### config.mk
export PLATFORM = sky130hd
export DESIGN_NAME = nn_layer_engine
export DESIGN_NICKNAME = d
export VERILOG_FILES = /design/src/rtl/nn_layer_engine.sv
export SDC_FILE = /design/constraint.sdc
export NUM_CORES = 1
export LEC_CHECK = 0
export BUFFER_PORTS_ARGS = -buffer_cell sky130_fd_sc_hd__buf_4
export CORE_ASPECT_RATIO = 1.25
export CORE_MARGIN = 2
export CORE_UTILIZATION = 55
export DETAILED_ROUTE_END_ITERATION = 10
export GPL_TIMING_DRIVEN = 0
export PLACE_DENSITY_LB_ADDON = 0.08
export SLEW_MARGIN = 25
export SYNTH_ARGS = -nofsm -noshare
export SYNTH_HDL_FRONTEND = slang
export SYNTH_SLANG_ARGS = --single-unit
### constraint.sdc
create_clock -name clk -period 6.75 [get_ports clk]
set_clock_uncertainty 0.15 [all_clocks]
set_input_delay 1.35 -clock clk [delete_from_list [all_inputs] [get_ports clk]]
set_output_delay 1.35 -clock clk [all_outputs]
set_load 0.03 [all_outputs]
### src/rtl/nn_layer_engine.sv
// Fully-connected layer engine: loads weights and biases, then evaluates OUT_N neurons over IN_N inputs.
// Build option: define NN_LAYER_RELU_EN for a ReLU activation; otherwise the activation is identity.
module nn_layer_engine #(
  parameter int IN_N  = 2,
  parameter int OUT_N = 2,
  parameter int DW    = 8,
  parameter int FRAC  = 4
) (
  input  logic                                             clk,
  input  logic                                             rst,
  input  logic                                             fill,
  input  logic                                             req,
  input  logic                                             wt_valid,
  input  logic [DW-1:0]                                    wt_data,
  output logic                                             ack_fill,
  output logic                                             ack_network,
  output logic                                             in_trig_r,
  output logic [((IN_N > 1) ? $clog2(IN_N) : 1)-1:0]       in_abus_r,
  input  logic [DW-1:0]                                    in_dbus_r,
  output logic                                             out_trig_w,
  output logic [((OUT_N > 1) ? $clog2(OUT_N) : 1)-1:0]     out_abus_w,
  output logic [DW-1:0]                                    out_dbus_w
);

  localparam int IAW = (IN_N > 1) ? $clog2(IN_N) : 1;
  localparam int OAW = (OUT_N > 1) ? $clog2(OUT_N) : 1;
  localparam int NWI = IN_N * OUT_N;
  localparam int NW  = NWI + OUT_N;
  localparam int MW  = $clog2(NW);
  localparam int FW  = $clog2(NW + 1);
  localparam int CW  = $clog2(IN_N + 1);
  localparam int AW  = 2 * DW + $clog2(IN_N + 1) + 1;
  localparam logic signed [AW-1:0] SMAX = AW'((2 ** (DW - 1)) - 1);
  localparam logic signed [AW-1:0] SMIN = ~SMAX;

  typedef enum logic [2:0] {IDLE, FILL, FDONE, MAC, WRITE, DONE} state_t;

  state_t                 state;
  logic                   loaded;
  logic [FW-1:0]          fcnt;
  logic [CW-1:0]          cnt;
  logic [OAW-1:0]         nrn;
  logic                   rd_v;
  logic [IAW-1:0]         rd_idx;
  logic signed [AW-1:0]   acc;
  logic signed [AW-1:0]   acc_next;
  logic signed [AW-1:0]   bias_init;
  logic signed [AW-1:0]   shifted;
  logic signed [2*DW-1:0] prod;
  logic [DW-1:0]          wb;
  logic [DW-1:0]          sat_r;
  logic [DW-1:0]          act_r;
  logic [OAW-1:0]         b_sel;
  logic [MW-1:0]          w_addr;
  logic [MW-1:0]          b_addr;
  logic [DW-1:0]          wmem [NW];

  // Weight storage deliberately has no reset; validity is tracked by loaded.
  always_ff @(posedge clk) begin
    if (state == FILL && fill && wt_valid)
      wmem[MW'(fcnt)] <= wt_data;
  end

  always_comb begin
    b_sel     = (state == WRITE) ? nrn + OAW'(1) : '0;
    b_addr    = MW'(NWI + int'(b_sel));
    w_addr    = MW'(int'(nrn) * IN_N + int'(rd_idx));
    wb        = wmem[b_addr];
    bias_init = $signed({{(AW-DW){wb[DW-1]}}, wb}) <<< FRAC;
    prod      = $signed(wmem[w_addr]) * $signed(in_dbus_r);
    acc_next  = acc + (rd_v ? {{(AW-2*DW){prod[2*DW-1]}}, prod} : '0);
    shifted   = acc_next >>> FRAC;
    if (shifted > SMAX)
      sat_r = {1'b0, {(DW-1){1'b1}}};
    else if (shifted < SMIN)
      sat_r = {1'b1, {(DW-1){1'b0}}};
    else
      sat_r = shifted[DW-1:0];
`ifdef NN_LAYER_RELU_EN
    act_r = sat_r[DW-1] ? '0 : sat_r;
`else
    act_r = sat_r;
`endif
  end

  always_ff @(posedge clk or negedge rst) begin
    if (!rst) begin
      state       <= IDLE;
      loaded      <= 1'b0;
      fcnt        <= '0;
      cnt         <= '0;
      nrn         <= '0;
      rd_v        <= 1'b0;
      rd_idx      <= '0;
      acc         <= '0;
      ack_fill    <= 1'b0;
      ack_network <= 1'b0;
      in_trig_r   <= 1'b0;
      in_abus_r   <= '0;
      out_trig_w  <= 1'b0;
      out_abus_w  <= '0;
      out_dbus_w  <= '0;
    end else begin
      // Read data arrives one cycle after the strobe, so the MAC stage lags the address stage.
      rd_v       <= in_trig_r;
      rd_idx     <= in_abus_r;
      out_trig_w <= 1'b0;
      case (state)
        IDLE: begin
          if (fill) begin
            state  <= FILL;
            loaded <= 1'b0;
            fcnt   <= '0;
          end else if (req && loaded) begin
            state     <= MAC;
            nrn       <= '0;
            cnt       <= '0;
            acc       <= bias_init;
            in_trig_r <= 1'b1;
            in_abus_r <= '0;
          end
        end
        FILL: begin
          if (!fill) begin
            state  <= IDLE;
            loaded <= 1'b0;
          end else if (wt_valid) begin
            fcnt <= fcnt + FW'(1);
            if (int'(fcnt) == NW - 1) begin
              state    <= FDONE;
              loaded   <= 1'b1;
              ack_fill <= 1'b1;
            end
          end
        end
        FDONE: begin
          if (!fill) begin
            state    <= IDLE;
            ack_fill <= 1'b0;
          end
        end
        MAC: begin
          acc <= acc_next;
          cnt <= cnt + CW'(1);
          if (int'(cnt) + 1 < IN_N) begin
            in_trig_r <= 1'b1;
            in_abus_r <= IAW'(int'(cnt) + 1);
          end else begin
            in_trig_r <= 1'b0;
          end
          // The final product is folded in combinationally so the write strobe lines up with WRITE.
          if (int'(cnt) == IN_N) begin
            state      <= WRITE;
            out_trig_w <= 1'b1;
            out_abus_w <= nrn;
            out_dbus_w <= act_r;
          end
        end
        WRITE: begin
          if (int'(nrn) == OUT_N - 1) begin
            state <= DONE;
          end else begin
            state     <= MAC;
            nrn       <= nrn + OAW'(1);
            cnt       <= '0;
            acc       <= bias_init;
            in_trig_r <= 1'b1;
            in_abus_r <= '0;
          end
        end
        DONE: begin
          if (ack_network && !req) begin
            state       <= IDLE;
            ack_network <= 1'b0;
          end else begin
            ack_network <= 1'b1;
          end
        end
        default: state <= IDLE;
      endcase
    end
  end

endmodule

### After elaboration in Yosys (flattened, before gate mapping)

Memories as Yosys holds them, arrays and structs flattened.
Index checks and enable logic that the tools add are counted.

* bits in writable memories: 48
* input bits: 21
* output and inout bits: 14
* flip-flop bits (word level): 45
* memories: 1

Memories
* wmem: depth 6, width 8, read ports 2, clocked after memory_dff 0, wr ports 1, RTL line 56 `logic [DW-1:0] wmem [NW];`

* add/sub/neg operators: 7
* multipliers: 1
* reductions and logical operators: 18
* order comparisons: 3
* eq/ne operators: 21
* muxes and demuxes: 51

Operators by type and width (number)
* two-way mux 19 bit: 4
* case mux 19 bit (3 select lines): 1
* two-way mux 3 bit: 12
* less-than comparator 32 x 3 -> 1 bit (second input constant): 1
* two-way mux 1 bit: 21
* != test 2 bit (second input constant): 10
* adder 19 bit: 1
* case mux 3 bit (6 select lines): 1
* multiplier 8 x 8 -> 16 bit: 1
* two-way mux 8 bit: 2
* greater-than comparator 15 x 8 -> 1 bit (second input constant): 1
* less-than comparator 15 x 8 -> 1 bit (second input constant): 1
* AND reduction 4 bit: 3
* AND reduction 5 bit: 2
* == test 3 bit (second input constant): 3
* == test 3 x 2 -> 1 bit (second input constant): 2
* two-way mux 2 bit: 3
* != test 3 bit (second input constant): 2
* case mux 1 bit (2 select lines): 3
* case mux 1 bit (3 select lines): 2
* case mux 2 bit (3 select lines): 1
* case mux 3 bit (2 select lines): 1
* AND reduction 6 bit: 1
* nonzero test 2 bit: 3
* other kinds (16): 19

### Longest topological paths before layout

An unclocked memory read counts as a cell.

* depth in word-level cells: 8
* gate-level depth with buffers: 31
* depth with buffers taken out: 28

### Worst setup path after synthesis

No wires, ideal clock.

* kind: reg2reg
* start: register rd_idx
* end: register out_dbus_w[0]
* slack: -566 ps
* data arrival time: 7071 ps
* clock period less this slack: 7316 ps
* path buffers: 2
* library setup time: 95 ps
* cell stages (with the launch flop): 30
* path through: dfrtp_1 clkbuf_1 mux4_2 and2_1 fa_1 inv_1 fa_1 inv_1 fa_1 inv_1 fa_1 inv_1 ha_1 a21oi_1 o21bai_1 a21oi_1 o21bai_1 a21oi_1 xnor2_1 and2_1 ha_1 clkbuf_1 a21o_1 a21oi_1 o21ai_1 or3_1 o211ai_1 or3_1 o41a_4 o32ai_2

* longest elaborated chain between the ends: 8
* elaborated cells on any way between the ends: 9
* classes of those cells: add/sub: 2; mul: 1; order compare: 2; mux: 3; memory: 1

Ends and longest elaborated chain
* start, declared: RTL line 44 `logic [IAW-1:0] rd_idx;`
* start signal, assigned: RTL line 106 `rd_idx <= in_abus_r;`
* adder 2 x 1 -> 3 bit (*): RTL line 67 `w_addr = MW'(int'(nrn) * IN_N + int'(rd_idx));`
* memory read (6 x 8 bit) (*)
* multiplier 8 x 8 -> 16 bit (*): RTL line 70 `prod = $signed(wmem[w_addr]) * $signed(in_dbus_r);`
* two-way mux 19 bit (*): RTL line 71 `acc_next = acc + (rd_v ? {{(AW-2*DW){prod[2*DW-1]}}, prod} : '0);`
* adder 19 bit (*): RTL line 71
* less-than comparator 15 x 8 -> 1 bit: RTL line 75 `else if (shifted < SMIN)`
* two-way mux 8 bit: RTL line 75
* two-way mux 8 bit (*): RTL line 73 `if (shifted > SMAX)`
* end signal, assigned: RTL line 156 `out_dbus_w <= act_r;`
* end, declared: RTL line 22 `output logic [DW-1:0] out_dbus_w`

Mark *: on every way between the ends. The rest lies on a longest branch, timed or not.
A chain may end at the register's enable or synchronous reset.

### Worst setup path in the final report

* start: input port in_dbus_r[2]
* end: register out_dbus_w[1]

* longest elaborated chain between the ends: 6
* elaborated cells on any way between the ends: 7
* classes of those cells: add/sub: 1; mul: 1; order compare: 2; mux: 3

Ends and longest elaborated chain
* start, declared: RTL line 19 `input logic [DW-1:0] in_dbus_r,`
* multiplier 8 x 8 -> 16 bit (*): RTL line 70
* two-way mux 19 bit (*): RTL line 71
* adder 19 bit (*): RTL line 71
* less-than comparator 15 x 8 -> 1 bit: RTL line 75
* two-way mux 8 bit: RTL line 75
* two-way mux 8 bit (*): RTL line 73

Marked as above.

==> summary.txt <==
Die
  • Die X: ~110 um
  • Core area: between 0.01 and 0.015 mm2
  • Ports: 35
  • Die Area: 0.0147 mm2
  • Initial Util: 56.5%
  • Row cnt: 47
  • Overall die height: 135 um

Finish
  • Register area: 0.00257 mm2
  • Ant. Diodes: 0
  • Most common cell after layout, fill and taps aside: inv_1
  • Commonest cells after routing, fill and taps aside: 93 x inv_1, 54 x fa_1, 52 x buf_4, 49 x nand2_1, 48 x edfxtp_1
  • Area of the multi-input gates: around 0.0050 mm2
  • Final #Nets: between 900 and 1000
  • Fillers: between 1000 and 1500
  • Synth-to-Final Area Change: 19.3%
  • Share of cells above drive strength 1: 23.2%
  • Final core occ: 67.4%

Yosys
  • Syn avg cell area: between 10 and 15 um2
  • Syn. warnings: 0
  • Synth Area in Adders: 23.3%
  • Largest family of logic cells by synthesized area: adder cells
  • Netlist cell types: 64
  • Number of synthesized flops with an enable pin: 48
  • Synthesized cell area: 0.00754 mm2
  • Post-synthesis sequential area ratio: 34.0%
  • Post-synth ARST share: 48.4%
  • Post-synthesis simple-gate area fraction: 14.7%
  • Post-Synthesis Cells: 731
  • Multiplexer share of the synthesized area: 4.06%
  • Top FF cell, synth: edfxtp_1
  • Compound-Gate Fraction of Synth Area: 14.5%
  • Syn_nets: about 860
  • Number of synthesized register bits: 93
  • Post-Synth XOR/XNOR Area: 3.20%

Clock network
  • H-tree depth: 3
  • Clk slew on worst S/H paths: approximately 0.070 ns
  • CTS buffer count: 9
  • Clock Latency Late Sink: 0.34 ns
  • Clock root buffer master: clkbuf_16
  • Clock Sinks: 93
  • CTS Hold Buffers Added: 0
  • Clk buf depth: 2
  • CTS tree: yes

Critical path
  • Crit path buffers/inverters: 5
  • Max incr delay on CP: 0.57 ns
  • Worst Path Required: 6.85 ns
  • Most used cell, CP: fa_1
  • Crit path max fanout: 8
  • Worst Setup Start Kind: input pin
  • Critical Path End Type: register
  • Cell family with most CP delay: adder cells
  • Arrival time worst endpoint: 7.35 ns
  • WS Path Type: in2reg
  • Crit-path slowest cell: o41a_4

Timing
  • Final Cycle Share: 107%
  • Final Hold Viols: 0
  • Fmax: 138 MHz
  • Post-route setup slack: -0.501 ns
  • Count of final max-slew check failures: 0
  • Worst Max-Slew Pin Slew: 0.939 ns
  • RSZ-0062 raised after global routing: yes
  • Relative slew slack: ~37%
  • Final setup violation count: 11
  • Final Critical Period: approximately 7.3 ns
  • Setup TNS: -4.18 ns

Global route
  • Initial antenna violation count: 0
  • Met3 usage in global routing: 2.36%
  • Grt met1 use: 33.1%
  • Pin count of the biggest net entering global routing: 46
  • Gr ovfl total: 0
  • GR peak layer: met2
  • Overall Global Routing Usage: about a quarter
  • Routing usage on met2: 44.8%
  • First-pass GRT wire length: between 20 and 30 mm
  • Vias in the first global route: roughly 5700

Run status
  • Failing checks: negative setup slack
  • Outcome: finished, violations left

Route
  • Routed length per instance: around 18 um
  • Detailed router's first-iteration violation count: 302
  • Vias per cell: approximately 5.8
  • Drt first pass iters: 4
  • DR vias: 5594
  • DRC: 0
  • Antenna viol nets, final: 0
  • Detailed Route WL: between 15 and 20 mm

Place
  • Dpl hpwl: 12.8 mm
  • Gpl congestion: 0.870
  • I/O Buffers: 33

Min path
  • Hold WC Path Type: reg2reg

Run
  • MaxCap Viol Count: 0
## state kept, by name, summed over array words and instances, names as in the netlist
register	flops
wmem	48
acc	19
out_dbus_w	8
fcnt	3
state	3
cnt	2
ack_fill	1
ack_network	1
in_abus_r	1
in_trig_r	1
loaded	1
nrn	1
out_abus_w	1
out_trig_w	1
rd_idx	1
rd_v	1
## Yosys cell counts (8+ instances only)
| library cell | instances | area share, % |
|---|---|---|
| nor2b_1 | 13 | 1.1 |
| nor3_1 | 8 | 0.53 |
| nand3_1 | 11 | 0.73 |
| ha_1 | 51 | 8.5 |
| o21ai_0 | 34 | 2.3 |
| a21oi_1 | 34 | 2.3 |
| dfrtp_1 | 45 | 15 |
| and2_1 | 56 | 4.6 |
| mux2i_1 | 9 | 1.2 |
| nand2b_1 | 8 | 0.66 |
| inv_1 | 101 | 5.0 |
| edfxtp_1 | 48 | 19 |
| mux4_2 | 8 | 2.4 |
| xnor2_1 | 20 | 2.3 |
| a21o_1 | 12 | 1.2 |
| nor2_1 | 38 | 1.9 |
| nand2_1 | 50 | 2.5 |
| fa_1 | 56 | 15 |
| clkbuf_1 | 16 | 0.80 |
## routing by layer
metal  part of all wire, %  wire, um
met3                   2.6       448
met5                     0         0
met2                    54      9410
met4                  0.97       170
met1                    43      7490
## layout make-up
type / count / share of cell area (%)
Buffer: 17 / 1.08
Sequential cell: 93 / 28.5
Clock inverter: 7 / 1.33
Inverter: 103 / 4.32
Tap cell: 171 / 2.38
Timing Repair Buffer: 56 / 4.81
Clock buffer: 9 / 2.50
Multi-Input combinational cell: 516 / 55.1
## logic make-up (layout without fill, tap and decap cells)
| logic type | after synthesis | in the layout |
|---|---|---|
| simple gates | 211 | 211 |
| flops | 93 | 93 |
| fa+ha+maj | 107 | 107 |
| mux | 20 | 20 |
| compound gates | 152 | 152 |
| xor+xnor | 26 | 26 |
| buf+inv | 122 | 192 |
## timing repair
action                                  4_1_cts  5_1_grt
resized for setup                            38       49
endpoints found under the setup margin       15       16
pin swaps                                    21       40
setup buffers                                15        8
## worst reg2reg max path: cells and delay by family, from the launching register on
family	cells	cell delay, ns
fa+ha+maj	6	2.55
compound gates	8	1.52
simple gates	8	1.46
mux	1	0.61
flops	1	0.37
buf+inv	5	0.34
xor+xnor	1	0.16
## stage by stage
stage          hold WS (ns)  cell area, um2  instances  worst slack (ns)
2_1_floorplan         0.306            7660        731           -0.0992
3_3_place_gp          0.259            8120        935            -0.862
3_5_place_dp          0.268            8140        936            -0.964
4_1_cts               0.283            8760        966            -0.473
5_1_grt               0.288            9000        972            -0.848
6_report              0.278            9000        972            -0.501
## worst paths after layout
check,from,end,slack (ns),cells past startpoint
max,in_dbus_r[2],out_dbus_w[1]$_DFFE_PN0P_,-0.50,28
min reg2reg,in_trig_r$_DFFE_PN0P_,rd_v$_DFF_PN0_,0.28,0
max reg2reg,rd_idx$_DFF_PN0_,out_dbus_w[1]$_DFFE_PN0P_,-0.49,29
min in group asynchronous,rst,acc[18]$_DFFE_PN0P_,0.87,1
max in group asynchronous,rst,acc[4]$_DFFE_PN0P_,5.17,1
min,in_trig_r$_DFFE_PN0P_,rd_v$_DFF_PN0_,0.28,0
Power is left out: the tool's default activity adds up to more than one toggle a clock period on the data nets, which glitch-free logic cannot reach.
